**src/rtl/mips_pkg.sv**
```systemverilog
// Shared MIPS datapath definitions: multiply/divide op encodings and MDU FSM states.
package mips_pkg;

  localparam logic [1:0] MDU_MULTU = 2'b00;
  localparam logic [1:0] MDU_DIVU  = 2'b01;
  localparam logic [1:0] MDU_MTHI  = 2'b10;
  localparam logic [1:0] MDU_MTLO  = 2'b11;

  localparam logic [1:0] S_IDLE = 2'd0;
  localparam logic [1:0] S_MUL  = 2'd1;
  localparam logic [1:0] S_DIV  = 2'd2;
  localparam logic [1:0] S_FIN  = 2'd3;

  typedef enum logic {MODE_MUL = 1'b0, MODE_DIV = 1'b1} mdu_mode_e;

endpackage

```
**src/rtl/mdu_step.sv**
```systemverilog
// One combinational iteration of shift-add multiply or restoring shift-subtract divide.
module mdu_step
  import mips_pkg::*;
#(
  parameter int WIDTH = 32
) (
  input  mdu_mode_e        mode_i,
  input  logic [WIDTH-1:0] part_i,
  input  logic [WIDTH-1:0] low_i,
  input  logic [WIDTH-1:0] opnd_i,
  output logic [WIDTH-1:0] part_o,
  output logic [WIDTH-1:0] low_o,
  output logic             qbit_o
);

  logic [WIDTH:0] sum;
  logic [WIDTH:0] shifted;
  logic           ge;

  always_comb begin
    sum     = {1'b0, part_i} + (low_i[0] ? {1'b0, opnd_i} : '0);
    shifted = {part_i, low_i[WIDTH-1]};
    ge      = (shifted >= {1'b0, opnd_i});
    part_o  = '0;
    low_o   = '0;
    qbit_o  = 1'b0;
    if (mode_i == MODE_MUL) begin
      // {acc, multiplier} shifts right with the adder carry entering the top
      part_o = sum[WIDTH:1];
      low_o  = {sum[0], low_i[WIDTH-1:1]};
    end else begin
      // true remainder always fits in WIDTH bits, so modular subtract is exact
      part_o = shifted[WIDTH-1:0] - (ge ? opnd_i : '0);
      low_o  = {low_i[WIDTH-2:0], 1'b0};
      qbit_o = ge;
    end
  end

endmodule

```
**src/rtl/mult_div_unit.sv**
```systemverilog
// Iterative unsigned MULTU/DIVU unit with HI/LO registers and MTHI/MTLO writes.
module mult_div_unit
  import mips_pkg::*;
#(
  parameter int WIDTH = 32,
  parameter int CNT_W = 6
) (
  input  logic             clk,
  input  logic             reset,
  input  logic             start,
  input  logic [1:0]       op,
  input  logic [WIDTH-1:0] rs,
  input  logic [WIDTH-1:0] rt,
  output logic             busy,
  output logic             done,
  output logic             div_zero,
  output logic [WIDTH-1:0] hi,
  output logic [WIDTH-1:0] lo
);

  logic [1:0]       state_q, state_d;
  logic [CNT_W-1:0] cnt_q, cnt_d;
  logic [WIDTH-1:0] part_q, part_d;
  logic [WIDTH-1:0] low_q, low_d;
  logic [WIDTH-1:0] opnd_q, opnd_d;
  logic             dz_q, dz_d;
  logic [WIDTH-1:0] hi_q, hi_d;
  logic [WIDTH-1:0] lo_q, lo_d;

  mdu_mode_e        mode;
  logic [WIDTH-1:0] step_part, step_low, next_low;
  logic             step_q;

  assign mode = (state_q == S_DIV) ? MODE_DIV : MODE_MUL;

  mdu_step #(.WIDTH(WIDTH)) u_step (
    .mode_i (mode),
    .part_i (part_q),
    .low_i  (low_q),
    .opnd_i (opnd_q),
    .part_o (step_part),
    .low_o  (step_low),
    .qbit_o (step_q)
  );

  assign next_low = {step_low[WIDTH-1:1], step_low[0] | step_q};
  assign busy     = (state_q == S_MUL) || (state_q == S_DIV);
  assign done     = (state_q == S_FIN);
  assign div_zero = (state_q == S_FIN) && dz_q;
  assign hi       = hi_q;
  assign lo       = lo_q;

  always_comb begin
    state_d = state_q;
    cnt_d   = cnt_q;
    part_d  = part_q;
    low_d   = low_q;
    opnd_d  = opnd_q;
    dz_d    = dz_q;
    hi_d    = hi_q;
    lo_d    = lo_q;

    case (state_q)
      S_MUL, S_DIV: begin
        part_d = step_part;
        low_d  = next_low;
        cnt_d  = cnt_q + CNT_W'(1);
        if (cnt_q == CNT_W'(WIDTH - 1)) begin
          // both algorithms leave {remainder|high, quotient|low} in {part, low}
          state_d = S_FIN;
          cnt_d   = '0;
          hi_d    = step_part;
          lo_d    = next_low;
        end
      end
      S_FIN:   state_d = S_IDLE;
      default: state_d = S_IDLE;
    endcase

    if (start && !busy) begin
      case (op)
        MDU_MULTU: begin
          state_d = S_MUL;
          cnt_d   = '0;
          part_d  = '0;
          low_d   = rt;
          opnd_d  = rs;
          dz_d    = 1'b0;
        end
        MDU_DIVU: begin
          state_d = S_DIV;
          cnt_d   = '0;
          part_d  = '0;
          low_d   = rs;
          opnd_d  = rt;
          dz_d    = (rt == '0);
        end
        MDU_MTHI: begin
          state_d = S_IDLE;
          hi_d    = rs;
        end
        default: begin
          state_d = S_IDLE;
          lo_d    = rs;
        end
      endcase
    end
  end

  always_ff @(posedge clk) begin
    if (reset) begin
      state_q <= S_IDLE;
      cnt_q   <= '0;
      part_q  <= '0;
      low_q   <= '0;
      opnd_q  <= '0;
      dz_q    <= 1'b0;
      hi_q    <= '0;
      lo_q    <= '0;
    end else begin
      state_q <= state_d;
      cnt_q   <= cnt_d;
      part_q  <= part_d;
      low_q   <= low_d;
      opnd_q  <= opnd_d;
      dz_q    <= dz_d;
      hi_q    <= hi_d;
      lo_q    <= lo_d;
    end
  end

endmodule

```
**config.mk**
```make
export PLATFORM = sky130hd
export DESIGN_NAME = mult_div_unit
export DESIGN_NICKNAME = d
export VERILOG_FILES = /design/src/rtl/mips_pkg.sv /design/src/rtl/mdu_step.sv /design/src/rtl/mult_div_unit.sv
export SDC_FILE = /design/constraint.sdc
export NUM_CORES = 1
export LEC_CHECK = 0
export CAP_MARGIN = 10
export CORE_UTILIZATION = 53
export CTS_BUF_LIST = sky130_fd_sc_hd__clkbuf_4
export DETAILED_ROUTE_END_ITERATION = 10
export HOLD_SLACK_MARGIN = 0.05
export PLACE_DENSITY_LB_ADDON = 0.12
export SETUP_SLACK_MARGIN = 0.3
export SLEW_MARGIN = 20
export SYNTH_ARGS = -nofsm -noshare
export SYNTH_HDL_FRONTEND = slang
export SYNTH_HIERARCHICAL = 1
export SYNTH_SLANG_ARGS = --single-unit
```
**constraint.sdc**
```tcl
create_clock -name clk -period 6.2 [get_ports clk]
set_clock_uncertainty 0.15 [all_clocks]
set_input_delay 1.55 -clock clk [delete_from_list [all_inputs] [get_ports clk]]
set_output_delay 1.55 -clock clk [all_outputs]
set_load 0.02 [all_outputs]
```
# [After elaboration in Yosys (flattened, before gate mapping)]
# Cells that the tools add are included.
[totals] reg_bits=169 inputBits=69 output_inout_bits=67 word_cells=61
[op_classes] addsub=3 magnitude_cmp=1 eq_ne=7 n_mux=30 bitwise=1 n_reduce_logical=11
[op_table] op="$mux 32" count=17
[op_table] op="$pmux 32 s2" count=2
[op_table] op="$add 32x33->33" count=1
[op_table] op="$ge 33x32->1" count=1
[op_table] op="$logic_not 32->1" count=1
[op_table] op="$sub 32x32->32" count=1
[op_table] op="$mux 6" count=4
[op_table] op="$add 6x1->6 const B" count=1
[op_table] op="$eq 2x2->1 const B" count=3
[op_table] op="$eq 6x5->1 const B" count=1
[op_table] op="$mux 2" count=3
[op_table] op="$eq 2x1->1 const B" count=2
[op_table] op="$pmux 2 s2" count=1
[op_table] op="$reduce_or 2->1" count=2
[op_table] op="$ne 3x3->1 const B" count=1
[op_table] op="$reduce_or 3->1" count=1
[op_table] op="$logic_and 1x1->1" count=2
[op_table] op="$logic_not 2->1" count=1
[op_table] op="$mux 1" count=2
[op_table] op="$pmux 1 s2" count=1
[op_table] op="$reduce_and 2->1" count=1
[op_table] op="$reduce_bool 2->1" count=1
[op_table] op="$logic_not 1->1" count=1
[op_table] op="$logic_or 1x1->1" count=1
[op_table] op="$or 1x1->1" count=1

# [Longest topological paths before layout]
[depth] word_depth=8 depth_mapped=24

# [Modules after synthesis]
# The synthesis kept the hierarchy.
[by_module_without_submodules] mod="mult_div_unit" n_inst=1 cells_each=851 area_per_inst_um2=7836.3 seq_area_each_um2=3383.2
[by_module_without_submodules] mod="mdu_step" n_inst=1 cells_each=739 area_per_inst_um2=5141.2 seq_area_each_um2=0.0

# [Worst setup path before layout]
# OpenSTA, ideal clock, no wires.
[synth_timing] kind="reg2reg" start="reg opnd_q[12]" end="reg hi_q[31] (netlist: hi[31])" setup_ns=0.091 t_arrival_ns=4.328 t_required_ns=5.959 slack_ns=1.631 stages_incl_launch_ff=24 path_buffers=1 synth_period_minus_slack_ns=4.569 path_cell_list="dfxtp_1 inv_1 ha_1 nand4_1 nor3_1 a31oi_1 o211ai_1 a22oi_1 a21oi_1 nand2b_1 clkbuf_1 nand2_1 ha_1 nor2b_1 o31a_1 a31oi_1 a2111oi_2 o31ai_2 o21ai_2 a2111oi_0 o211ai_1 a31oi_1 nand2_1 a311oi_1"
[synth_between] elab_chain_len=8 elab_cells_between_ends=10
[synth_rtl] item="from (decl)" line_no="mult_div_unit.sv:25" source="logic [WIDTH-1:0] opnd_q, opnd_d;"
[synth_rtl] item="from (signal assigned)" line_no="mult_div_unit.sv:125" source="opnd_q <= opnd_d;"
[synth_rtl] item="$ge 33x32->1" line_no="mdu_step.sv:23" source="ge = (shifted >= {1'b0, opnd_i});"
[synth_rtl] item="$mux 32" line_no="mdu_step.sv:33" source="part_o = shifted[WIDTH-1:0] - (ge ? opnd_i : '0);"
[synth_rtl] item="$sub 32x32->32" line_no="mdu_step.sv:33"
[synth_rtl] item="$mux 32 (*)" line_no="mdu_step.sv:27" source="if (mode_i == MODE_MUL) begin"
[synth_rtl] item="named net step_part[31]" line_no="mult_div_unit.sv:31" source="logic [WIDTH-1:0] step_part, step_low, next_low;"
[synth_rtl] item="$mux 32 (*)" line_no="mult_div_unit.sv:68" source="if (cnt_q == CNT_W'(WIDTH - 1)) begin"
[synth_rtl] item="$mux 32 (*)" line_no="mult_div_unit.sv:63" source="case (state_q)"
[synth_rtl] item="$mux 32" line_no="mult_div_unit.sv:81" source="case (op)"
[synth_rtl] item="$mux 32 (*)" line_no="mult_div_unit.sv:80" source="if (start && !busy) begin"
[synth_rtl] item="to (signal assigned)" line_no="mult_div_unit.sv:127" source="hi_q <= hi_d;"
[synth_rtl] item="to (decl)" line_no="mult_div_unit.sv:27" source="logic [WIDTH-1:0] hi_q, hi_d;"
# Mark *: on every way through the listed nets, which the timed path passes. The rest lies on a longest branch.
# A chain may end at the register's enable or synchronous reset.

# [Worst setup path in the final report]
[layout_timing] start="reg opnd_q[27]" end="reg hi_q[31] (netlist: hi[31])"
# The elaborated chain is that of the path after synthesis.

==> impl_metrics.csv <==
group,metric,value,unit
global_route,grt_usage,31.5,%
synth,ys_seq_elements,169,
synth,synth_area_leaders,"dfxtp_1 26%, ha_1 9.4%, mux2i_1 8.0%",
critical_path,endpoint_kind,"register",
clock_tree,cts_tree,"built",
critical_path,rrSetupSlack,0.86,ns
synth,yosys.area.top_type,"dfxtp_1",
global_route,grt_max_degree,94,
synth,synth_edf_count,0,
timing,tightest_slew,1.01,ns
hold_path,min_path_cells,2,
synth,async_reset_ff_share,0,%
pwr,internal_power,1880,uW
critical_path,critPathArrivalTime,5.70,ns
timing,slew_headroom,33.0,%
cells_and_area,drive_above_1_share,8.96,%
status,status,"complete, no violations",
clock_tree,clockBufferDepth,2,
timing,rsz0062_at_grt,"no",
synth,ys.flop_type,"dfxtp_1",
synth,syn_avg_cell_area,8.16,sq um
cells_and_area,multi_input_area,0.00888,sq mm
drt,vias_per_cell,6.13,
drt,wl_per_cell,19.8,um
clock_tree,cts_setup_buffers,0,
timing,setup_ws,0.860,ns
cells_and_area,layout.nets,1820,
drt,firstDrtPassIters,5,
die,fp.dieArea,0.0251,sq mm
synth,synth_top_area_share,26.1,%
critical_path,r2r_end,"hi[31]$_SDFF_PP0_",
die,rows,56,
die,start_util,54.6,%
cells_and_area,finish.utilization,61.8,%
pwr,ir_drop,115,uV
synth,synth_area,0.0130,sq mm
die,core_area,0.0238,sq mm
drt,routed_wl,39200,um
global_route,antenna_found_initial,1,
placement,place_ws,0.658,ns
synth,ys_types,68,
critical_path,cp_top_family,"compound AO/OA/AOI/OAI gates",
critical_path,startpoint_type,"register",
timing,setup_viol,0,
cells_and_area,layout_commonest_cell,"nand2_1",
pwr,p_clk_share,23.3,%
hold_path,min_to,"lo[7]$_SDFF_PP0_",
hold_path,holdCritPathClass,"register to register",
drt,wl_met2,16800,um
critical_path,crit_path_max_fanout,23,
global_route,grt_pass1_vias,11100,
clock_tree,root_buffer,"clkbuf_4",
job,max-cap-violations,0,
drt,routed.top_layer,"met4",
global_route,grt-ovfl-total,0,
pwr,p_sw,1140,uW
clock_tree,clk_latency,0.61,ns
clock_tree,clkSlewWorstSetupHoldPaths,0.17,ns
hold_path,min_from,"lo[7]$_SDFF_PP0_",
drt,vias,12200,
critical_path,worstSetupPathType,"register to register",
critical_path,crit_path_cell_trace,"inv_1, ha_1, nand3_1, nor4_1, and2_1, a22oi_1, a21oi_1, nand2b_2, buf_6, nand2_1, ha_1, nand4_1, nor2_1, a31oi_1, a2111oi_2, o31ai_2, o21ai_2, a211oi_1, a221o_1, a31oi_1, nand2_1, a311oi_1",
timing,min_period,5.34,ns
placement,dpl.cell_count,1950,
drt,met1_length,19100,um
clock_tree,htreeDepth,4,
die,die_height,158,um
timing,min_period_over_period,86.1,%
die,ioPinCount,136,
placement,place.gp.congestion,0.958,
cells_and_area,fin_cells,1984,
critical_path,r2r_cells,22,
synth,ys_seq_area_share,26.1,%
clock_tree,numCtsBuffers,17,
placement,io_buffers,135,
synth,synthCells,1590,
synth,ys_warn_count,6,
pwr,p_seq_share,40.5,%
pwr,finalPower,3020,uW
pwr,p_sw_share,37.7,%
pwr,pwr_density_cell,205,mW/mm^2
die,dieWidth,158,um
critical_path,cp_slowest_stage_delay,0.53,ns
drt,remaining_drc_errors,0,
timing,setup-tns-final,0,ns
pwr,p_comb_share,36.2,%
cells_and_area,nFillCells,2110,
cells_and_area,regArea,0.00338,sq mm
critical_path,r2r_start,"opnd_q[27]$_SDFFE_PP0P_",
timing,hold_viol,0,
global_route,grt_pass1_wl,61600,um
timing,timing.fmax,187,MHz
placement,hpwl,28700,um
synth,syn_nets,1759,
drt,wl_met3,2740,um
timing,drv_slew,0,
drt,ant_nets,0,
critical_path,slowest_stage,"a2111oi_2",
drt,drt_iter0_markers,1089,
critical_path,cp.required,6.56,ns
pwr,leakage,0.00594,uW
cells_and_area,layout_common_cells,"204 x nand2_1, 178 x nor2_1, 169 x dfxtp_1, 133 x clkdlybuf4s50_1, 105 x a211oi_1",
cells_and_area,area_growth,13.2,%
clock_tree,cts_num_sinks,169,
critical_path,crit_start,"opnd_q[27]$_SDFFE_PP0P_",
critical_path,critPathBufInv,2,
-- synthesized netlist by cell type, types with 6 or more instances --
cell and n:
dfxtp_1 169, a211oi_1 106, mux2i_1 104, mux2_2 31, a311oi_1 23, a21oi_1 78
a311oi_2 40, clkbuf_1 61, o211ai_1 11, xor2_1 22, inv_1 63, and2_1 39
nor2_1 178, nor2b_1 40, nor3_1 18, a31oi_1 12, ha_1 98, o21a_1 8
o21ai_0 39, and3_1 6, nand4_1 17, nand2b_1 13, buf_4 6, nand2_1 204
nor4_1 9, a21o_1 29, nand3_1 18, or3_1 6, buf_6 9, xnor2_1 30
buf_2 28
-- through the flow --
step / cell area [sq um] / hold slack, ns
after global routing: 14700 / 0.369
final: 14700 / 0.348
after global placement: 14300 / 0.320
after floorplan: 13000 / 0.294
after detailed placement: 14300 / 0.324
after CTS: 14600 / 0.345
-- worst max-delay path by stage --
stage                                   end  cells after the start  slack [ns]
after detailed placement  hi[31]$_SDFF_PP0_                     23        0.66
after CTS                 hi[31]$_SDFF_PP0_                     23        0.58
final                     hi[31]$_SDFF_PP0_                     22        0.86
after floorplan           hi[31]$_SDFF_PP0_                     23        1.63
after global routing      hi[31]$_SDFF_PP0_                     23        0.38
after global placement    hi[31]$_SDFF_PP0_                     23        0.80
-- logic make-up after synthesis --
logic type | after synthesis | synth area share, %
DFF | 169 | 26.1
xor gates and xnor gates | 52 | 3.51
and+or+nand+nor | 571 | 20.3
adders and majority gates | 100 | 9.76
buffers and inverters | 171 | 5.92
AOI/OAI and AO/OA | 392 | 23.8
muxes | 135 | 10.7
-- routing by layer --
metal,up-vias,GRT usage [%]
li1,5868,-
met1,5815,47.7
met2,446,46.8
met3,31,4.44
met4,0,6.82
met5,-,0
-- sequential cells by signal, indices dropped and copies added, names as in the netlist --
signal / count
dz_q: 1
lo: 32
hi: 32
cnt_q: 6
low_q: 32
state_q: 2
opnd_q: 32
part_q: 32
-- final cells by class --
class                   instances  share of cell area (%)
multi-input cells            1250                    60.5
flip-flops and latches        169                    23.0
repair buffers                150                    10.1
well taps                     319                    2.72
inverters                      63                    1.61
clock inverters                14                    1.13
clock buffers                  17                   0.869
diodes                          2                  0.0341
-- power by group through the flow --
| stage | clock network (uW) | registers [uW] | logic, uW |
|---|---|---|---|
| final | 702 | 1220 | 1090 |
| after global routing | 752 | 1230 | 1180 |
| after CTS | 710 | 1220 | 1070 |
| after detailed placement | 0 | 1240 | 1070 |
| after global placement | 0 | 1240 | 1060 |
| after floorplan | 0 | 1250 | 745 |
-- worst min-delay path, delay by kind of cell, from the launching register on --
kind,cells,cell delay (ns)
AND/OR/NAND/NOR,1,0.05
AO/OA/AOI/OAI,1,0.08
flip-flops,1,0.35
-- repair_timing --
item	CTS	global route
endpoints found under the setup margin	0	3
hold buffers	0	0
gates resized for setup	0	5
Note: power is estimated with default switching activity, not from simulation.
